--- src/rtl/mips_multicycle_ctrl_if.sv ---
// mips_multicycle_ctrl_if: controller bus; master=controller drives selects/enables/status, reads opcode/zero/mem_ready
interface mips_multicycle_ctrl_if #(parameter int CNT_W = 32);
  logic [5:0] opcode;
  logic zero;
  logic mem_ready;
  logic pc_write;
  logic pc_write_cond;
  logic iord;
  logic mem_read;
  logic mem_write;
  logic ir_write;
  logic reg_dst;
  logic mem_to_reg;
  logic reg_write;
  logic alu_src_a;
  logic [1:0] alu_src_b;
  logic [1:0] alu_op;
  logic [1:0] pc_src;
  logic illegal_op;
  logic [CNT_W-1:0] instr_count;
  logic [3:0] state;
  modport master(
    input opcode, zero, mem_ready,
    output pc_write, pc_write_cond, iord, mem_read, mem_write, ir_write, reg_dst, mem_to_reg,
    reg_write, alu_src_a, alu_src_b, alu_op, pc_src, illegal_op, instr_count, state
  );
  modport slave(
    output opcode, zero, mem_ready,
    input pc_write, pc_write_cond, iord, mem_read, mem_write, ir_write, reg_dst, mem_to_reg,
    reg_write, alu_src_a, alu_src_b, alu_op, pc_src, illegal_op, instr_count, state
  );
endinterface

--- src/rtl/mips_multicycle_ctrl.sv ---
// mips_multicycle_ctrl: multi-cycle Mini-MIPS control FSM; ports clock, reset (async high), bus (master: datapath controls, illegal_op, instr_count, state)
module mips_multicycle_ctrl #(parameter int CNT_W = 32) (
  input logic clock,
  input logic reset,
  mips_multicycle_ctrl_if.master bus
);
  localparam logic [3:0] FETCH = 4'd0, DECODE = 4'd1, MEMADR = 4'd2, MEMRD = 4'd3, MEMWB = 4'd4, MEMWR = 4'd5,
    EXEC = 4'd6, ALUWB = 4'd7, BRANCH = 4'd8, JUMP = 4'd9, ADDIEX = 4'd10, ADDIWB = 4'd11;
  localparam logic [5:0] OP_R = 6'b000000, OP_LW = 6'b100011, OP_SW = 6'b101011, OP_BEQ = 6'b000100,
    OP_J = 6'b000010, OP_ADDI = 6'b001000;
  logic [3:0] state_q, state_d;
  logic [CNT_W-1:0] cnt_q, cnt_d;
  logic retire, illegal, run;
  logic [5:0] op;
  assign op = bus.opcode;
  always_comb begin
    state_d = FETCH;
    retire = 1'b0;
    illegal = 1'b0;
    case (state_q)
      FETCH: state_d = bus.mem_ready ? DECODE : FETCH;
      DECODE: begin
        state_d = op == OP_R ? EXEC : (op == OP_LW || op == OP_SW) ? MEMADR : op == OP_BEQ ? BRANCH :
                  op == OP_J ? JUMP : op == OP_ADDI ? ADDIEX : FETCH;
        illegal = state_d == FETCH;
      end
      MEMADR: state_d = op == OP_SW ? MEMWR : MEMRD;
      MEMRD: state_d = bus.mem_ready ? MEMWB : MEMRD;
      MEMWR: begin
        state_d = bus.mem_ready ? FETCH : MEMWR;
        retire = bus.mem_ready;
      end
      EXEC: state_d = ALUWB;
      ADDIEX: state_d = ADDIWB;
      MEMWB, ALUWB, BRANCH, JUMP, ADDIWB: retire = 1'b1;
      default: state_d = FETCH;
    endcase
    cnt_d = cnt_q + CNT_W'(retire);
  end
  always_ff @(posedge clock or posedge reset)
    if (reset) begin
      state_q <= FETCH;
      cnt_q <= '0;
    end else begin
      state_q <= state_d;
      cnt_q <= cnt_d;
    end
  assign run = ~reset;
  assign bus.mem_read = run & (state_q == FETCH || state_q == MEMRD);
  assign bus.mem_write = run & (state_q == MEMWR);
  assign bus.iord = run & (state_q == MEMRD || state_q == MEMWR);
  assign bus.ir_write = run & (state_q == FETCH) & bus.mem_ready;
  assign bus.pc_write = run & ((state_q == FETCH & bus.mem_ready) | (state_q == JUMP));
  assign bus.pc_write_cond = run & (state_q == BRANCH);
  assign bus.reg_dst = run & (state_q == ALUWB);
  assign bus.mem_to_reg = run & (state_q == MEMWB);
  assign bus.reg_write = run & (state_q == MEMWB || state_q == ALUWB || state_q == ADDIWB);
  assign bus.alu_src_a = run & (state_q == MEMADR || state_q == EXEC || state_q == BRANCH || state_q == ADDIEX);
  assign bus.alu_src_b = !run ? 2'd0 : state_q == FETCH ? 2'd1 : state_q == DECODE ? 2'd3 :
                         (state_q == MEMADR || state_q == ADDIEX) ? 2'd2 : 2'd0;
  assign bus.alu_op = !run ? 2'd0 : state_q == BRANCH ? 2'd1 : state_q == EXEC ? 2'd2 : 2'd0;
  assign bus.pc_src = !run ? 2'd0 : state_q == BRANCH ? 2'd1 : state_q == JUMP ? 2'd2 : 2'd0;
  assign bus.illegal_op = run & illegal;
  assign bus.instr_count = cnt_q;
  assign bus.state = state_q;
endmodule
--- src/flat_wrapper.sv ---
// flat-port wrapper written by rule: the top's interface ports become plain ports
module mips_multicycle_ctrl_flat 
#(parameter int CNT_W = 32)
  (clock, reset, bus_opcode, bus_zero, bus_mem_ready, bus_pc_write, bus_pc_write_cond, bus_iord, bus_mem_read, bus_mem_write, bus_ir_write, bus_reg_dst, bus_mem_to_reg, bus_reg_write, bus_alu_src_a, bus_alu_src_b, bus_alu_op, bus_pc_src, bus_illegal_op, bus_instr_count, bus_state);
  mips_multicycle_ctrl_if #(.CNT_W(CNT_W)) bus_i ();
  input logic clock;
  input logic reset;
  input wire logic [$bits(bus_i.opcode)-1:0] bus_opcode;
  input wire logic [$bits(bus_i.zero)-1:0] bus_zero;
  input wire logic [$bits(bus_i.mem_ready)-1:0] bus_mem_ready;
  output wire logic [$bits(bus_i.pc_write)-1:0] bus_pc_write;
  output wire logic [$bits(bus_i.pc_write_cond)-1:0] bus_pc_write_cond;
  output wire logic [$bits(bus_i.iord)-1:0] bus_iord;
  output wire logic [$bits(bus_i.mem_read)-1:0] bus_mem_read;
  output wire logic [$bits(bus_i.mem_write)-1:0] bus_mem_write;
  output wire logic [$bits(bus_i.ir_write)-1:0] bus_ir_write;
  output wire logic [$bits(bus_i.reg_dst)-1:0] bus_reg_dst;
  output wire logic [$bits(bus_i.mem_to_reg)-1:0] bus_mem_to_reg;
  output wire logic [$bits(bus_i.reg_write)-1:0] bus_reg_write;
  output wire logic [$bits(bus_i.alu_src_a)-1:0] bus_alu_src_a;
  output wire logic [$bits(bus_i.alu_src_b)-1:0] bus_alu_src_b;
  output wire logic [$bits(bus_i.alu_op)-1:0] bus_alu_op;
  output wire logic [$bits(bus_i.pc_src)-1:0] bus_pc_src;
  output wire logic [$bits(bus_i.illegal_op)-1:0] bus_illegal_op;
  output wire logic [$bits(bus_i.instr_count)-1:0] bus_instr_count;
  output wire logic [$bits(bus_i.state)-1:0] bus_state;
  assign bus_i.opcode = bus_opcode;
  assign bus_i.zero = bus_zero;
  assign bus_i.mem_ready = bus_mem_ready;
  assign bus_pc_write = bus_i.pc_write;
  assign bus_pc_write_cond = bus_i.pc_write_cond;
  assign bus_iord = bus_i.iord;
  assign bus_mem_read = bus_i.mem_read;
  assign bus_mem_write = bus_i.mem_write;
  assign bus_ir_write = bus_i.ir_write;
  assign bus_reg_dst = bus_i.reg_dst;
  assign bus_mem_to_reg = bus_i.mem_to_reg;
  assign bus_reg_write = bus_i.reg_write;
  assign bus_alu_src_a = bus_i.alu_src_a;
  assign bus_alu_src_b = bus_i.alu_src_b;
  assign bus_alu_op = bus_i.alu_op;
  assign bus_pc_src = bus_i.pc_src;
  assign bus_illegal_op = bus_i.illegal_op;
  assign bus_instr_count = bus_i.instr_count;
  assign bus_state = bus_i.state;
  mips_multicycle_ctrl #(.CNT_W(CNT_W)) u_core (.clock(clock), .reset(reset), .bus(bus_i));
endmodule
--- config.mk ---
export PLATFORM = sky130hd
export DESIGN_NAME = mips_multicycle_ctrl_flat
export DESIGN_NICKNAME = d
export VERILOG_FILES = /design/src/rtl/mips_multicycle_ctrl_if.sv /design/src/rtl/mips_multicycle_ctrl.sv /design/src/flat_wrapper.sv
export SDC_FILE = /design/constraint.sdc
export NUM_CORES = 1
export LEC_CHECK = 0
export BUFFER_PORTS_ARGS = -buffer_cell sky130_fd_sc_hd__buf_2
export CORE_UTILIZATION = 45
export CTS_CLUSTER_DIAMETER = 60
export DETAILED_ROUTE_END_ITERATION = 7
export PLACE_DENSITY = 0.69
export SLEW_MARGIN = 25
export SYNTH_ARGS = -nofsm -noshare
export SYNTH_HDL_FRONTEND = slang
export SYNTH_SLANG_ARGS = --single-unit
--- constraint.sdc ---
create_clock -name clock -period 3.24 [get_ports clock]
set_input_delay 0.648 -clock clock [delete_from_list [all_inputs] [get_ports clock]]
set_output_delay 0.648 -clock clock [all_outputs]
set_load 0.03 [all_outputs]
==> metrics, run 1 <==
adder-cell area share of the yosys netlist 1.231%; Post-CTS Setup Inserts 0; Max clock buf depth 2; static leakage 0.001322 uW; H-tree depth 2; number of buffers added on ports 61; Place WS 0.4474 ns; Max-Cap Viols 0; first-pass GRT wire length 7134 um; Die Wd 69.22 um; post-synthesis net count 223; Hold Path Sink u_core.bus.instr_count[31]$_DFF_PP0_; TritonRoute pass-1 iters 4; Syn Area/Cell 9.636 um2; most frequent cell after synthesis dfrtp_1; reg-to-reg setup timing slack 0.54 ns; Root Buffer clkbuf_8; Yosys top cell area share 44.31%; final worst path period need 2.697 ns; Synth Instances 211; Antenna diodes 0; worst path required time 3.46 ns; Avg WL per Cell 12.92 um; top post-synthesis cells by area dfrtp_1 44%, xor2_1 7.8%, xnor2_1 6.5%; Starting Density 46.70%; Clock Skews 0.009153 ns; CTS tree done; period utilisation layout 83.24%; area leader, netlist dfrtp_1; Reg-to-Reg End u_core.bus.instr_count[26]$_DFF_PP0_; Worst Path Max Fanout 10; Rows 24; number of flops mapped to enable cells by yosys 0; mapped cell area 2033 um2; Yosys cell types 40; Worst R2R Start u_core.bus.state[1]$_DFF_PP0_; post-synthesis xor/xnor area fraction 14.22%; RSZ-0062 raised after global routing no; Final Util 57.39%; vias in the first global route 1540; crit end category flop; DP HPWL 3117 um; share of layout cells above drive strength 1 29.09%; mux cell area share after synthesis 0.4923%; Finished Cell Area 2499 um2; Clk pin slew, worst setup/hold paths 0.07 ns; relative max-transition margin 69.95%; Power Dens Cells 491.4 nW/um2; main combinational cell family by area after synthesis simple AND/OR/NAND/NOR gates; hold_buf cts 0; DIE AREA 4791 um2; Most used DFF post-synth dfrtp_1; # resized after CTS 0; Async S/R FF share, synth 100.0%; status complete, no violations; Post-synth top cells 36 x dfrtp_1, 18 x nand2_1, 18 x xor2_1; initial antenna violation count 0; FF+latch count, synth 36; Max Transition Viols Final 0; via count 1762; compound-gate portion of the synthesized area 5.600%; largest net degree at the start of global routing 37; worst path arrival time 2.92 ns; setup ws final 0.5430 ns; final WL 4224 um; GR Util All Layers 18.45%; area grow syn2layout 22.89%; Die H 69.22 um; fillers 387; final setup fails 0; DR iter-0 viols 106; FF+latch area 900.9 um2; Simple-Gate Fraction of Synth Area 30.40%; gpl congestion 0.7605; fmax 370.8 MHz; CTS sink cnt 36; worst slew pin tran 0.4507 ns; # IOs 63; Final Hold Fails 0; Skew-Pair Late Insertion Delay 0.29 ns; setup TNS 0 ns; kind of critical path reg2reg; DP Area 2391 um2; Hold Crit Start u_core.bus.instr_count[31]$_DFF_PP0_; area of the multi-input gates 1056 um2; post-route ant nets 0; Final nets 286; Max VDD drop 0.3059 mV; Worst R2R Path Depth 9; hold path cells 1; Worst setup SP type flop; class of the worst hold path reg2reg; core region area 4354 um2; register area share after synthesis 44.31%; global route total overflow 0; CTS Buf Count 5; vias per cell 5.388; DRC 0; Ys Warns 0
[cell type report]
| cell class | instances | share of cell area (%) |
|---|---|---|
| Clock buffer | 6 | 2.904 |
| Multi-Input combinational cell | 158 | 42.26 |
| Inverter | 7 | 1.052 |
| Tap cell | 52 | 2.604 |
| Clock inverter | 2 | 1.402 |
| Timing Repair Buffer | 66 | 13.72 |
| Sequential cell | 36 | 36.05 |
[placed cells by master (no fill, tap or decap), types with 8 or more instances in the layout]
cell type  instances
and3_1            10
and4_1             8
buf_2             61
dfrtp_1           36
nand2_1           18
nand3_1           10
nor2_1            12
nor3_1            15
xnor2_1           15
xor2_1            18
[worst max-delay path by stage]
stage	startpoint	end	slack, ns	depth (start not counted)
3_5_place_dp	bus_mem_ready	u_core.bus.instr_count[26]$_DFF_PP0_	0.45	10
4_1_cts	u_core.bus.state[1]$_DFF_PP0_	u_core.bus.instr_count[26]$_DFF_PP0_	0.52	9
6_report	u_core.bus.state[1]$_DFF_PP0_	u_core.bus.instr_count[26]$_DFF_PP0_	0.54	9
2_1_floorplan	u_core.bus.state[1]$_DFF_PP0_	bus_alu_src_a	0.04	3
5_1_grt	u_core.bus.state[1]$_DFF_PP0_	u_core.bus.instr_count[26]$_DFF_PP0_	0.26	9
3_3_place_gp	bus_mem_ready	u_core.bus.instr_count[16]$_DFF_PP0_	0.58	10
[cell families after synthesis]
kind of cell	after synthesis
simple gates	104
flops	36
xor+xnor	33
compound gates	18
buf+inv	17
fa+ha+maj	2
mux	1
[layer usage]
| metal | wire length [um] | vias to the layer above | global-route usage, % |
|---|---|---|---|
| met3 | 212 | 8 | 3.634 |
| met4 | 67 | 0 | 7.483 |
| met1 | 2053 | 837 | 27.19 |
| met2 | 1890 | 45 | 26.43 |
| li1 | - | 872 | - |
| met5 | 0 | - | 0 |
[power by group]
part | internal (uW) | leakage [uW] | switching [uW] | total [uW]
Combinational | 112 | 0.000795 | 211 | 323
Clock | 228 | 0.0000552 | 157 | 386
Sequential | 476 | 0.000471 | 42.5 | 519
Total | 817 | 0.00132 | 411 | 1230
[per-stage QoR]
step | hold WS, ns | power [uW] | std cells
after floorplan | 0.6486 | 753.5 | 211
after global placement | 0.4510 | 850.8 | 319
after detailed placement | 0.4548 | 851.5 | 319
after CTS | 0.4665 | 1238 | 327
after global routing | 0.4831 | 1288 | 327
final | 0.4613 | 1228 | 327
[flip-flops by register name, summed over array words and instances (netlist names)]
name	flops
u_core.bus.state	4
u_core.bus.instr_count	32
[critical path: stages, from the launching register on]
cell	delay, ns
dfrtp_1	0.47
buf_4	0.20
nor2b_1	0.18
a211oi_1	0.29
ha_1	0.24
ha_1	0.22
and4_1	0.34
nand4_1	0.19
nor4_1	0.32
xor2_1	0.17
Note: power is estimated with default switching activity, not from simulation.
==> run 2: changes to the inputs <==
==> constraint.sdc (replaced) <==
create_clock -name clock -period 2.6 [get_ports clock]
set_input_delay 0.52 -clock clock [delete_from_list [all_inputs] [get_ports clock]]
set_output_delay 0.52 -clock clock [all_outputs]
set_load 0.03 [all_outputs]
==> run 2 against run 1 <==
- wire length increased by 4.7%
- register-to-register slack got worse by 0.27 ns
- sequential power increased by 23%
- cell count increased by 1.5%
- highest routed layer unchanged
- critical endpoint unchanged
- sequential share of layout area decreased by 1.1 points
- utilization increased by 1.8 points
- global-route usage increased by 0.92 points
- combinational power increased by 35%
- via count increased by 2.3%
- fmax increased by 16%
- largest cell class unchanged
==> metrics, run 2 (synthesized netlist as in run 1, its figures left out) <==
status complete, no violations (unchanged); static leakage 0.001347 uW (was 0.001322 uW); first-pass GRT wire length 7479 um (was 7134 um); Die Wd 69.22 um (unchanged); crit end category flop (unchanged); Place WS 0.1157 ns (was 0.4474 ns); DRC 0 (unchanged); Clock Skews 0.01002 ns (was 0.009153 ns); DIE AREA 4791 um2 (unchanged); DR iter-0 viols 80 (was 106); CTS sink cnt 36 (unchanged); TritonRoute pass-1 iters 4 (unchanged); final worst path period need 2.327 ns (was 2.697 ns); Final Util 59.20% (was 57.39%); Root Buffer clkbuf_8 (unchanged); reg-to-reg setup timing slack 0.27 ns (was 0.54 ns); kind of critical path reg2reg (unchanged); area grow syn2layout 26.77% (was 22.89%); DP Area 2422 um2 (was 2391 um2); period utilisation layout 89.50% (was 83.24%); Power Dens Cells 602.7 nW/um2 (was 491.4 nW/um2); worst slew pin tran 0.4489 ns (was 0.4507 ns); Starting Density 46.70% (unchanged); largest net degree at the start of global routing 37 (unchanged); via count 1803 (was 1762); Worst Path Max Fanout 8 (was 10); share of layout cells above drive strength 1 33.21% (was 29.09%); worst path arrival time 2.54 ns (was 2.92 ns); Max-Cap Viols 0 (unchanged); Max Transition Viols Final 0 (unchanged); Final nets 291 (was 286); most common cell after layout, fill and taps aside buf_2 (unchanged); initial antenna violation count 0 (unchanged); Worst R2R Path Depth 10 (was 9); fmax 429.8 MHz (was 370.8 MHz); final setup fails 0 (unchanged); Setup crit start u_core.bus.state[0]$_DFF_PP0_ (was u_core.bus.state[1]$_DFF_PP0_); Max clock buf depth 2 (unchanged); Avg WL per Cell 13.32 um (was 12.92 um); Clk pin slew, worst setup/hold paths 0.08 ns (was 0.07 ns); Max VDD drop 0.3426 mV (was 0.3059 mV); GR Util All Layers 19.36% (was 18.45%); number of buffers added on ports 61 (unchanged); worst path required time 2.82 ns (was 3.46 ns); DP HPWL 3182 um (was 3117 um); Rows 24 (unchanged); CP endpoint u_core.bus.instr_count[26]$_DFF_PP0_ (unchanged); Worst setup SP type flop (unchanged); # IOs 63 (unchanged); post-route ant nets 0 (unchanged); RSZ-0062 raised after global routing no (unchanged); setup TNS 0 ns (unchanged); class of the worst hold path in2async (was reg2reg); relative max-transition margin 70.07% (was 69.95%); Reg-to-Reg End u_core.bus.instr_count[26]$_DFF_PP0_ (unchanged); Final Hold Fails 0 (unchanged); setup ws final 0.2731 ns (was 0.5430 ns); max reg flops 32 (unchanged); global route total overflow 0 (unchanged); CTS tree done (unchanged); H-tree depth 2 (unchanged); Finished Cell Area 2577 um2 (was 2499 um2); Die H 69.22 um (unchanged); Antenna diodes 0 (unchanged); CTS Buf Count 5 (unchanged); vias in the first global route 1608 (was 1540); vias per cell 5.431 (was 5.388); gpl congestion 0.8192 (was 0.7605); Worst R2R Start u_core.bus.state[0]$_DFF_PP0_ (was u_core.bus.state[1]$_DFF_PP0_); core region area 4354 um2 (unchanged); commonest cells after routing, fill and taps aside 61 x buf_2, 36 x dfrtp_1, 18 x xor2_1, 18 x nand2_1, 15 x xnor2_1 (was 61 x buf_2, 36 x dfrtp_1, 18 x xor2_1, 18 x nand2_1); final WL 4421 um (was 4224 um); Skew-Pair Late Insertion Delay 0.29 ns (about the same)
## run 2: metal layers
metal | wire [um] | up-vias | GRT usage (%)
met5 | 0 | - | 0
met4 | 34 | 0 | 6.122
met3 | 214 | 2 | 5.814
met2 | 2054 | 43 | 29.77
met1 | 2119 | 879 | 26.20
li1 | - | 879 | -
## run 2: worst max-delay path, cell delays in order, from the launching register on
cell	delay (ns)
dfrtp_1	0.47
nand2b_1	0.13
o21a_1	0.11
nor2_1	0.04
a211oi_2	0.17
ha_1	0.22
ha_1	0.17
and4_2	0.32
nand4_1	0.22
nor4_2	0.23
xor2_1	0.16
## run 2: report_power, final
group          total [uW]  leakage [uW]  internal, uW  switching (uW)
sequential            637      0.000471           594            43.5
combinational         436      0.000821           155             281
clock                 481     0.0000552           284             196
## run 2: layout make-up
| type | instances | area (um2) |
|---|---|---|
| Clock buffer | 6 | 72.57 |
| Clock inverter | 2 | 35.03 |
| Fill cell | 397 | 1777 |
| Inverter | 7 | 26.28 |
| Multi-Input combinational cell | 158 | 1097 |
| Sequential cell | 36 | 900.9 |
| Tap cell | 52 | 65.06 |
| Timing Repair Buffer | 71 | 380.4 |
## run 2: through the flow
step           power, uW  instances  hold WS [ns]
4_1_cts             1565        331        0.4166
5_1_grt             1637        332        0.4444
3_5_place_dp        1084        323        0.4544
6_report            1553        332        0.3901
3_3_place_gp        1080        323        0.4502
2_1_floorplan      940.5        211        0.6091
## run 2: timing repair
action                                  CTS  global route
gates resized for setup                   0             8
buffers inserted                          0             1
endpoints found under the setup margin    0             9
hold buffers                              0             0
## run 2: worst min-delay path by stage
stage | from | endpoint | slack [ns] | depth (start not counted)
after floorplan | bus_opcode[1] | u_core.bus.state[2]$_DFF_PP0_ | 0.61 | 1
after global placement | u_core.bus.instr_count[31]$_DFF_PP0_ | u_core.bus.instr_count[31]$_DFF_PP0_ | 0.45 | 1
after detailed placement | u_core.bus.instr_count[31]$_DFF_PP0_ | u_core.bus.instr_count[31]$_DFF_PP0_ | 0.45 | 1
after CTS | reset | u_core.bus.instr_count[21]$_DFF_PP0_ | 0.42 | 3
after global routing | reset | u_core.bus.instr_count[30]$_DFF_PP0_ | 0.44 | 3
final | reset | u_core.bus.instr_count[21]$_DFF_PP0_ | 0.39 | 3
==> run 3: changes to the inputs <==
--- a/config.mk
+++ b/config.mk
@@ -9,7 +9,7 @@
 export CORE_UTILIZATION = 45
 export CTS_CLUSTER_DIAMETER = 60
 export DETAILED_ROUTE_END_ITERATION = 7
-export PLACE_DENSITY = 0.69
+export PLACE_DENSITY = 0.81
 export SLEW_MARGIN = 25
 export SYNTH_ARGS = -nofsm -noshare
 export SYNTH_HDL_FRONTEND = slang
==> run 3 against run 2 <==
- highest routed layer unchanged
- via count grew 1.9%
- critical endpoint is now u_core.bus.instr_count[30]$_DFF_PP0_
- largest cell class unchanged
- non-clock buffer count shrank 1
- sequential share of layout area grew 0.13 points
- global-route usage grew 0.37 points
- count of clock-buffer cells in the layout is the same
- utilization shrank 0.14 points
- sequential power shrank 0.8%
- combinational power grew 4.8%
- cell count shrank 0.30%
- register-to-register slack lost 0.16 ns
- total power grew 1.1%
- design area shrank 0.24%
==> metrics, run 3 (synthesized netlist as in run 1, its figures left out) <==
status complete, no violations (unchanged); DP Area 2415 um2 (was 2422 um2); CTS sink cnt 36 (unchanged); CTS tree done (unchanged); Max clock buf depth 2 (unchanged); slowest stage delay, CP 0.41 ns (was 0.47 ns); Antenna diodes 0 (unchanged); area grow syn2layout 26.46% (was 26.77%); Final Util 59.05% (was 59.20%); hold_buf cts 0 (unchanged); H-tree depth 2 (unchanged); CP cell instances nand2b_4 > o21a_1 > nor2_1 > a211oi_2 > ha_2 > ha_1 > and4_2 > nand4_1 > buf_4 > nor4_2 > xnor2_1 (was nand2b_1 > o21a_1 > nor2_1 > a211oi_2 > ha_1 > ha_1 > and4_2 > nand4_1 > nor4_2 > xor2_1); worst slew pin tran 0.4391 ns (was 0.4489 ns); Root Buffer clkbuf_8 (unchanged); Int Power 1041 uW (was 1033 uW); DIE AREA 4791 um2 (unchanged); max reg flops 32 (unchanged); class of the worst hold path in2async (unchanged); Starting Density 46.70% (unchanged); Max-Cap Viols 0 (unchanged); final WL 4611 um (was 4421 um); initial antenna violation count 0 (unchanged); period utilisation layout 95.78% (was 89.50%); Finished Cell Area 2571 um2 (was 2577 um2); Avg WL per Cell 13.93 um (was 13.32 um); vias per cell 5.550 (was 5.431); DR iter-0 viols 146 (was 80); DP HPWL 3227 um (was 3182 um); most common cell after layout, fill and taps aside buf_2 (unchanged); TritonRoute pass-1 iters 4 (unchanged); largest net degree at the start of global routing 37 (unchanged); fillers 376 (was 397); global route total overflow 0 (unchanged); static leakage 0.001340 uW (was 0.001347 uW); crit end category flop (unchanged); core region area 4354 um2 (unchanged); Worst setup SP type flop (unchanged); CTS Buf Count 5 (unchanged); Final nets 290 (was 291); via count 1837 (was 1803); final worst path period need 2.490 ns (was 2.327 ns); commonest cells after routing, fill and taps aside 61 x buf_2, 35 x dfrtp_1, 18 x xor2_1, 18 x nand2_1, 15 x xnor2_1 (was 61 x buf_2, 36 x dfrtp_1, 18 x xor2_1, 18 x nand2_1, 15 x xnor2_1); Die Wd 69.22 um (unchanged); Max VDD drop 0.3471 mV (was 0.3426 mV); Skew-Pair Late Insertion Delay 0.29 ns (about the same); Final Hold Fails 0 (unchanged); Slowest-stage cell, CP dfrtp_2 (was dfrtp_1); fmax 401.6 MHz (was 429.8 MHz); Net Sw Frac 33.69% (was 33.49%); Clock power frac 30.7% (was 30.9%); worst path arrival time 2.70 ns (was 2.54 ns); DRC 0 (unchanged); Worst Path Max Fanout 7 (was 8); Gate power share 29.1% (was 28.0%); Die H 69.22 um (unchanged); Clock Skews 0.006741 ns (was 0.01002 ns); final setup fails 0 (unchanged); GR Util All Layers 19.73% (was 19.36%); relative max-transition margin 70.73% (was 70.07%); vias in the first global route 1719 (was 1608); post-route ant nets 0 (unchanged); sw power 529.1 uW (was 520.2 uW); gpl congestion 0.7794 (was 0.8192); hold_ws 0.3921 ns (was 0.3901 ns); number of buffers added on ports 61 (unchanged); Max Transition Viols Final 0 (unchanged); Clk pin slew, worst setup/hold paths 0.07 ns (was 0.08 ns); # IOs 63 (unchanged); worst path required time 2.81 ns (was 2.82 ns); Power Dens Cells 610.7 nW/um2 (was 602.7 nW/um2); share of layout cells above drive strength 1 33.33% (was 33.21%); kind of critical path reg2reg (unchanged); register share of total power 40.2% (was 41.0%); Rows 24 (unchanged); first-pass GRT wire length 7679 um (was 7479 um)
[run 3: path summary, 6_finish.rpt]
kind | end | cells after the start | start | slack [ns]
min in group clock | u_core.bus.instr_count[31]$_DFF_PP0_ | 1 | u_core.bus.instr_count[31]$_DFF_PP0_ | 0.46
worst min-delay path | u_core.bus.state[3]$_DFF_PP0_ | 3 | reset | 0.39
max in group asynchronous | u_core.bus.state[1]$_DFF_PP0_ | 3 | reset | 1.88
worst max-delay path | u_core.bus.instr_count[30]$_DFF_PP0_ | 11 | u_core.bus.state[1]$_DFF_PP0_ | 0.11
worst min register to register | u_core.bus.instr_count[31]$_DFF_PP0_ | 1 | u_core.bus.instr_count[31]$_DFF_PP0_ | 0.46
worst max register to register | u_core.bus.instr_count[30]$_DFF_PP0_ | 11 | u_core.bus.state[1]$_DFF_PP0_ | 0.11
[run 3: repair_timing]
action                                  CTS  global route
setup buffers                             0             1
endpoints found under the setup margin    0             9
endpoints found under the hold margin     0             0
resized for setup                         0             9
[run 3: worst max-delay path: cells and delay by family (launching register included)]
| kind | cells | cell delay (ns) |
|---|---|---|
| xor+xnor | 1 | 0.17 |
| simple gates | 5 | 0.94 |
| fa+ha+maj | 2 | 0.43 |
| compound gates | 2 | 0.26 |
| buf+inv | 1 | 0.20 |
| flops | 1 | 0.41 |
[run 3: area by class of cell]
cell class                 instances  area, um2  share of cell area (%)
sequential                        36      902.1                   35.09
timing repair buffer              70      372.9                   14.50
multi-input combinational        158       1097                   42.68
inverter                           7      26.28                   1.022
tap                               52      65.06                   2.530
clock inverter                     2      35.03                   1.363
clock buffer                       6      72.57                   2.822
[run 3: through the flow]
step	setup WS (ns)	setup TNS, ns	total power [uW]	cells
floorplan	-0.06989	-0.06989	940.5	211
global placement	0.1497	0	1076	322
detailed placement	0.09719	0	1086	322
CTS	0.02132	0	1566	330
global route	-0.01230	-0.01230	1652	331
finish	0.1098	0	1570	331
[run 3: power groups by stage]
stage / Clock, uW / Sequential [uW] / Combinational [uW]
2_1_floorplan: 0 / 707 / 233
3_3_place_gp: 0 / 635 / 441
3_5_place_dp: 0 / 636 / 450
4_1_cts: 487 / 627 / 452
5_1_grt: 517 / 638 / 497
6_report: 482 / 632 / 457
[run 3: routing by layer]
layer  track usage, %  vias up  wire length, um
li1                 -      877                -
met2            33.98       52             2433
met1            24.20      900             1904
met4            6.122        0               79
met3            4.942        8              194
met5                0        -                0
